**config.mk**
```make
export PLATFORM = sky130hd
export DESIGN_NAME = mdu_sequencer
export DESIGN_NICKNAME = d
export VERILOG_FILES = /design/src/rtl/mdu_sequencer.sv
export SDC_FILE = /design/constraint.sdc
export NUM_CORES = 1
export LEC_CHECK = 0
export ABC_AREA = 1
export CAP_MARGIN = 10
export CORE_MARGIN = 2
export CORE_UTILIZATION = 45
export CTS_CLUSTER_SIZE = 40
export DETAILED_ROUTE_END_ITERATION = 6
export GPL_TIMING_DRIVEN = 0
export PLACE_DENSITY = 0.66
export REMOVE_ABC_BUFFERS = 1
export SLEW_MARGIN = 10
export SYNTH_ARGS = -nofsm -noshare
export SYNTH_HDL_FRONTEND = slang
export SYNTH_SLANG_ARGS = --single-unit
```
**constraint.sdc**
```tcl
create_clock -name Clock -period 5.86 [get_ports Clock]
set_input_delay 1.172 -clock Clock [delete_from_list [all_inputs] [get_ports Clock]]
set_output_delay 1.172 -clock Clock [all_outputs]
set_load 0.01 [all_outputs]
```
**src/rtl/mdu_sequencer.sv**
```systemverilog
// Iterative signed multiply/divide unit: one result bit per clock over WIDTH ITER cycles,
// followed by a FIX cycle that applies the sign correction and loads Hi/Lo.
module mdu_sequencer #(
  parameter int WIDTH = 32
) (
  input  logic             Clock,
  input  logic             Reset,
  input  logic             Start,
  input  logic             Op,
  input  logic [WIDTH-1:0] A,
  input  logic [WIDTH-1:0] B,
  output logic [WIDTH-1:0] Hi,
  output logic [WIDTH-1:0] Lo,
  output logic             Busy,
  output logic             Done,
  output logic             DivZero
);
  localparam int CW = (WIDTH > 1) ? $clog2(WIDTH) : 1;

  typedef enum logic [1:0] {IDLE, ITER, FIX, DONE} state_t;

  typedef struct packed {
    logic             op;
    logic             neg_a;
    logic             neg_b;
    logic [WIDTH-1:0] mag_b;
  } req_t;

  state_t           state;
  req_t             req;
  logic [CW-1:0]    count;
  logic [WIDTH-1:0] wh, wl;

  // Magnitudes are unsigned WIDTH bits, so the most negative operand maps to 2^(WIDTH-1).
  logic [WIDTH-1:0] mag_a_in, mag_b_in;
  assign mag_a_in = A[WIDTH-1] ? (~A + 1'b1) : A;
  assign mag_b_in = B[WIDTH-1] ? (~B + 1'b1) : B;

  logic [WIDTH:0]   mul_sum, div_sh, div_diff;
  logic             div_ge;
  logic [WIDTH-1:0] nxt_h, nxt_l;

  // MUL: shift-add with wl holding the multiplier bits; DIV: restoring, wl holds dividend/quotient.
  always_comb begin
    mul_sum  = {1'b0, wh} + ({1'b0, req.mag_b} & {(WIDTH+1){wl[0]}});
    div_sh   = {wh, wl[WIDTH-1]};
    div_diff = div_sh - {1'b0, req.mag_b};
    div_ge   = (div_sh >= {1'b0, req.mag_b});
    if (req.op) begin
      nxt_h = div_ge ? div_diff[WIDTH-1:0] : div_sh[WIDTH-1:0];
      nxt_l = {wl[WIDTH-2:0], div_ge};
    end else begin
      nxt_h = mul_sum[WIDTH:1];
      nxt_l = {mul_sum[0], wl[WIDTH-1:1]};
    end
  end

  logic [2*WIDTH-1:0] prod_fix;
  logic [WIDTH-1:0]   fix_h, fix_l;

  always_comb begin
    prod_fix = (req.neg_a ^ req.neg_b) ? (~{wh, wl} + 1'b1) : {wh, wl};
    if (req.op) begin
      fix_l = (req.neg_a ^ req.neg_b) ? (~wl + 1'b1) : wl;
      fix_h = req.neg_a ? (~wh + 1'b1) : wh;
    end else begin
      fix_l = prod_fix[WIDTH-1:0];
      fix_h = prod_fix[2*WIDTH-1:WIDTH];
    end
  end

  always_ff @(posedge Clock or posedge Reset) begin
    if (Reset) begin
      state   <= IDLE;
      req     <= '0;
      count   <= '0;
      wh      <= '0;
      wl      <= '0;
      Hi      <= '0;
      Lo      <= '0;
      Busy    <= 1'b0;
      Done    <= 1'b0;
      DivZero <= 1'b0;
    end else begin
      case (state)
        IDLE: if (Start) begin
          req     <= '{op: Op, neg_a: A[WIDTH-1], neg_b: B[WIDTH-1], mag_b: mag_b_in};
          count   <= '0;
          DivZero <= 1'b0;
          if (Op && (B == '0)) begin
            Hi      <= A;
            Lo      <= '1;
            DivZero <= 1'b1;
            Done    <= 1'b1;
            state   <= DONE;
          end else begin
            wh    <= '0;
            wl    <= mag_a_in;
            Busy  <= 1'b1;
            state <= ITER;
          end
        end
        ITER: begin
          wh    <= nxt_h;
          wl    <= nxt_l;
          count <= count + 1'b1;
          if (count == CW'(WIDTH-1)) state <= FIX;
        end
        FIX: begin
          Hi    <= fix_h;
          Lo    <= fix_l;
          Busy  <= 1'b0;
          Done  <= 1'b1;
          state <= DONE;
        end
        DONE: begin
          Done  <= 1'b0;
          state <= IDLE;
        end
        default: state <= IDLE;
      endcase
    end
  end
endmodule

```
==> impl_metrics.py <==
metrics = {
    "status": {
        "outcome": "finished, final reports clean",
    },
    "worst_setup_path": {
        "cp.arrival_ns": 5.33,
        "path_max_fanout": 54,
        "required_ns": 6.25,
        "max_stage_delay_ns": 1.13,
        "crit_slowest_cell": "inv_2",
        "endpoint_kind": "flop",
        "path_class": "primary input to flop",
        "critPathLaunchType": "primary input",
        "cp_cell_sequence": "clkdlybuf4s50_1 > inv_2 > nand3_1 > nor2_1 > nand2_1 > nor2_4 > nand3_4 > nand3_2 > inv_2 > nand2_1 > o21ai_1",
    },
    "floorplanning": {
        "die_h_um": 203,
        "start_util": 0.459,
        "io_pins": 135,
        "dieArea_mm2": 0.0413,
        "rows": 72,
        "core-area_mm2": 0.0389,
        "fp.dieW_um": 203,
    },
    "power": {
        "seq_power_share": 0.204,
        "clockPowerShare": 0.100,
        "internal-power_mw": 5.27,
        "power_leakage_nw": 10.9,
        "p_sw_mw": 7.32,
        "ir_drop_mv": 0.514,
        "p_sw_frac": 0.581,
        "pwr-share-comb": 0.696,
        "cellPowerDensity_mw_per_mm2": 622,
    },
    "synthesis": {
        "syn-mean-instance-area_um2": 5.70,
        "ys_types": 46,
        "synth_fa_ha_area_frac": 0.0541,
        "syn_area_mm2": 0.0179,
        "syn_inst": 3135,
        "yosysSeqAreaShare": 0.242,
        "ys_ff_latch": 173,
        "synth_xor_xnor_area_share": 0.0240,
        "synth_compound_area_frac": 0.116,
        "synth_top_family_by_area": "simple AND/OR/NAND/NOR gates",
        "synth-simple-area-share": 0.436,
        "ys_warn_count": 0,
        "muxShareOfSynthArea": 0,
    },
    "placed_design": {
        "place_inst": 3701,
        "gp_congestion": 0.996,
        "portBuffers": 134,
        "dpl_cell_area_mm2": 0.0196,
        "post-dp-hpwl_um": 55800,
    },
    "grt": {
        "antenna_found_initial": 0,
        "overflow": 0,
        "grt_pass1_wl_um": 108000,
        "gr-usage-all-layers": 0.341,
        "grt_pass1_vias": 18500,
        "grt_max_degree": 95,
    },
    "timing": {
        "rsz0062_at_grt": "no",
        "final.min_clock_period_ns": 4.94,
        "hold_viol_final": 0,
        "fmax_mhz": 203,
        "fin_skew_ns": 0.0123,
        "finalMaxSlewViolations": 0,
        "holdWs_ns": 0.479,
        "worst_pin_slew_ns": 1.19,
        "fin_setup_tns_ns": 0,
        "timing.final.crit_share": 0.842,
        "slew_headroom": 0.208,
        "setup-violations-final": 0,
    },
    "clocking": {
        "cts_made_buffers": 17,
        "post-cts-setup-buffers": 0,
        "root_buffer": "clkbuf_16",
        "cts_max_level": 4,
        "insertion_delay_ns": 0.49,
        "cts_buffer_depth": 2,
        "cts_tree": "built",
        "cts_resized": 0,
        "cts_hold_buf": 0,
        "clk_pin_slew_ns": 0.07,
        "clock_sinks": 173,
    },
    "job": {
        "maxCapViolCount": 0,
    },
    "cells_and_area": {
        "drive_above_1_share": 0.0330,
        "fin_cells": 3733,
        "area_delta_synth_final_pct": 13.3,
        "final_cell_mix": "1101 x nand2_1, 471 x inv_1, 329 x nor2_1",
        "fin_area_mm2": 0.0202,
        "diodes": 0,
        "nets": 3346,
        "final_common_cell": "nand2_1",
    },
    "route": {
        "antenna_left": 0,
        "dr.pass1.iters": 6,
        "wirelength_um": 70100,
        "drtIter0Drc": 2087,
        "vias": 20500,
        "drc_errors": 0,
        "vias_per_cell": 5.49,
        "wl_per_cell_um": 18.8,
    },
    "hold_path": {
        "hold_path_class": "flop to flop",
    },
}
-- power groups by stage --
stage	registers [mW]	logic, mW	clock network, mW
finish	2.57	8.76	1.25
floorplan	2.33	5.59	0
detailed placement	2.55	8.56	0
global route	2.63	9.74	1.32
CTS	2.54	8.60	1.27
global placement	2.60	8.35	0
-- metrics by stage --
step	util	total power [mW]	setup slack [ns]
after global routing	0.520	13.7	0.605
after global placement	0.498	10.9	-2.73
after CTS	0.520	12.4	0.968
final	0.520	12.6	0.925
after detailed placement	0.504	11.1	0.445
after floorplan	-	7.92	-0.000497
-- routing by layer --
layer | GRT usage | up-vias | share of wire
met1 | 0.504 | 9481 | 0.46
met3 | 0.0601 | 99 | 0.095
met4 | 0.102 | 0 | 0.025
met2 | 0.504 | 883 | 0.42
li1 | - | 10000 | -
met5 | 0 | - | 0
-- synth_stat cells (all sizes together) --
cell type / instances / share of area
o211ai: 2 / 0.00084
o21ai: 175 / 0.049
nor4: 6 / 0.0025
nor3b: 1 / 0.00042
clkbuf: 53 / 0.011
and2: 2 / 0.00070
a21o: 3 / 0.0013
a211o: 1 / 0.00049
nand3b: 9 / 0.0038
or2: 5 / 0.0018
nand3: 304 / 0.087
xnor2: 21 / 0.010
o21bai: 9 / 0.0038
ha: 74 / 0.052
fa: 2 / 0.0022
o31ai: 8 / 0.0034
nor2: 348 / 0.077
a21oi: 163 / 0.048
xor2: 28 / 0.014
a22oi: 3 / 0.0013
inv: 480 / 0.10
nand2: 1110 / 0.23
a31oi: 19 / 0.0067
buf: 42 / 0.014
nand4: 46 / 0.016
o41ai: 1 / 0.00049
dfrtp: 173 / 0.24
o21a: 2 / 0.00084
clkinv: 2 / 0.00042
nor3: 42 / 0.012
and3: 1 / 0.00035
-- logic make-up (layout without fill, tap and decap cells) --
logic type | count (synthesis) | in the layout
AND/OR/NAND/NOR | 1874 | 1874
buffers and inverters | 577 | 657
AO/OA/AOI/OAI | 386 | 386
flip-flops | 173 | 173
adder cells (fa/ha/maj) | 76 | 76
XOR/XNOR | 49 | 49
-- critical path, delay by kind of cell --
family / cells / cell delay [ns]
simple gates: 7 / 1.46
compound gates: 1 / 0.13
buf+inv: 3 / 2.48
-- registers in the layout, indices dropped and copies added (netlist names) --
signal   cells
count        5
Lo          32
Busy         1
Hi          32
wl          32
req         35
Done         1
state        2
wh          32
DivZero      1
-- path summary, 6_finish.rpt --
kind / startpoint / end / slack, ns / cells past startpoint
max in group asynchronous: Reset / wl[24]$_DFFE_PP0P_ / 3.79 / 3
min in group asynchronous: Reset / Hi[9]$_DFFE_PP0P_ / 1.14 / 2
setup reg to reg: state[1]$_DFFE_PP0P_ / wl[12]$_DFFE_PP0P_ / 1.05 / 8
hold / removal: Hi[10]$_DFFE_PP0P_ / Hi[10]$_DFFE_PP0P_ / 0.48 / 2
hold reg to reg: Hi[10]$_DFFE_PP0P_ / Hi[10]$_DFFE_PP0P_ / 0.48 / 2
setup / recovery: B[31] / wl[12]$_DFFE_PP0P_ / 0.92 / 11
-- area by class of cell --
class                           instances  area (µm²)
Clock inverter                         15         206
Clock buffer                           17         425
Sequential cell                       173        4330
Timing Repair Buffer                  143        1530
Multi-Input combinational cell       2385       11300
Inverter                              482        1820
Fill cell                            4227       18700
Tap cell                              518         648
No activity file was read; power rests on OpenSTA's default activity.
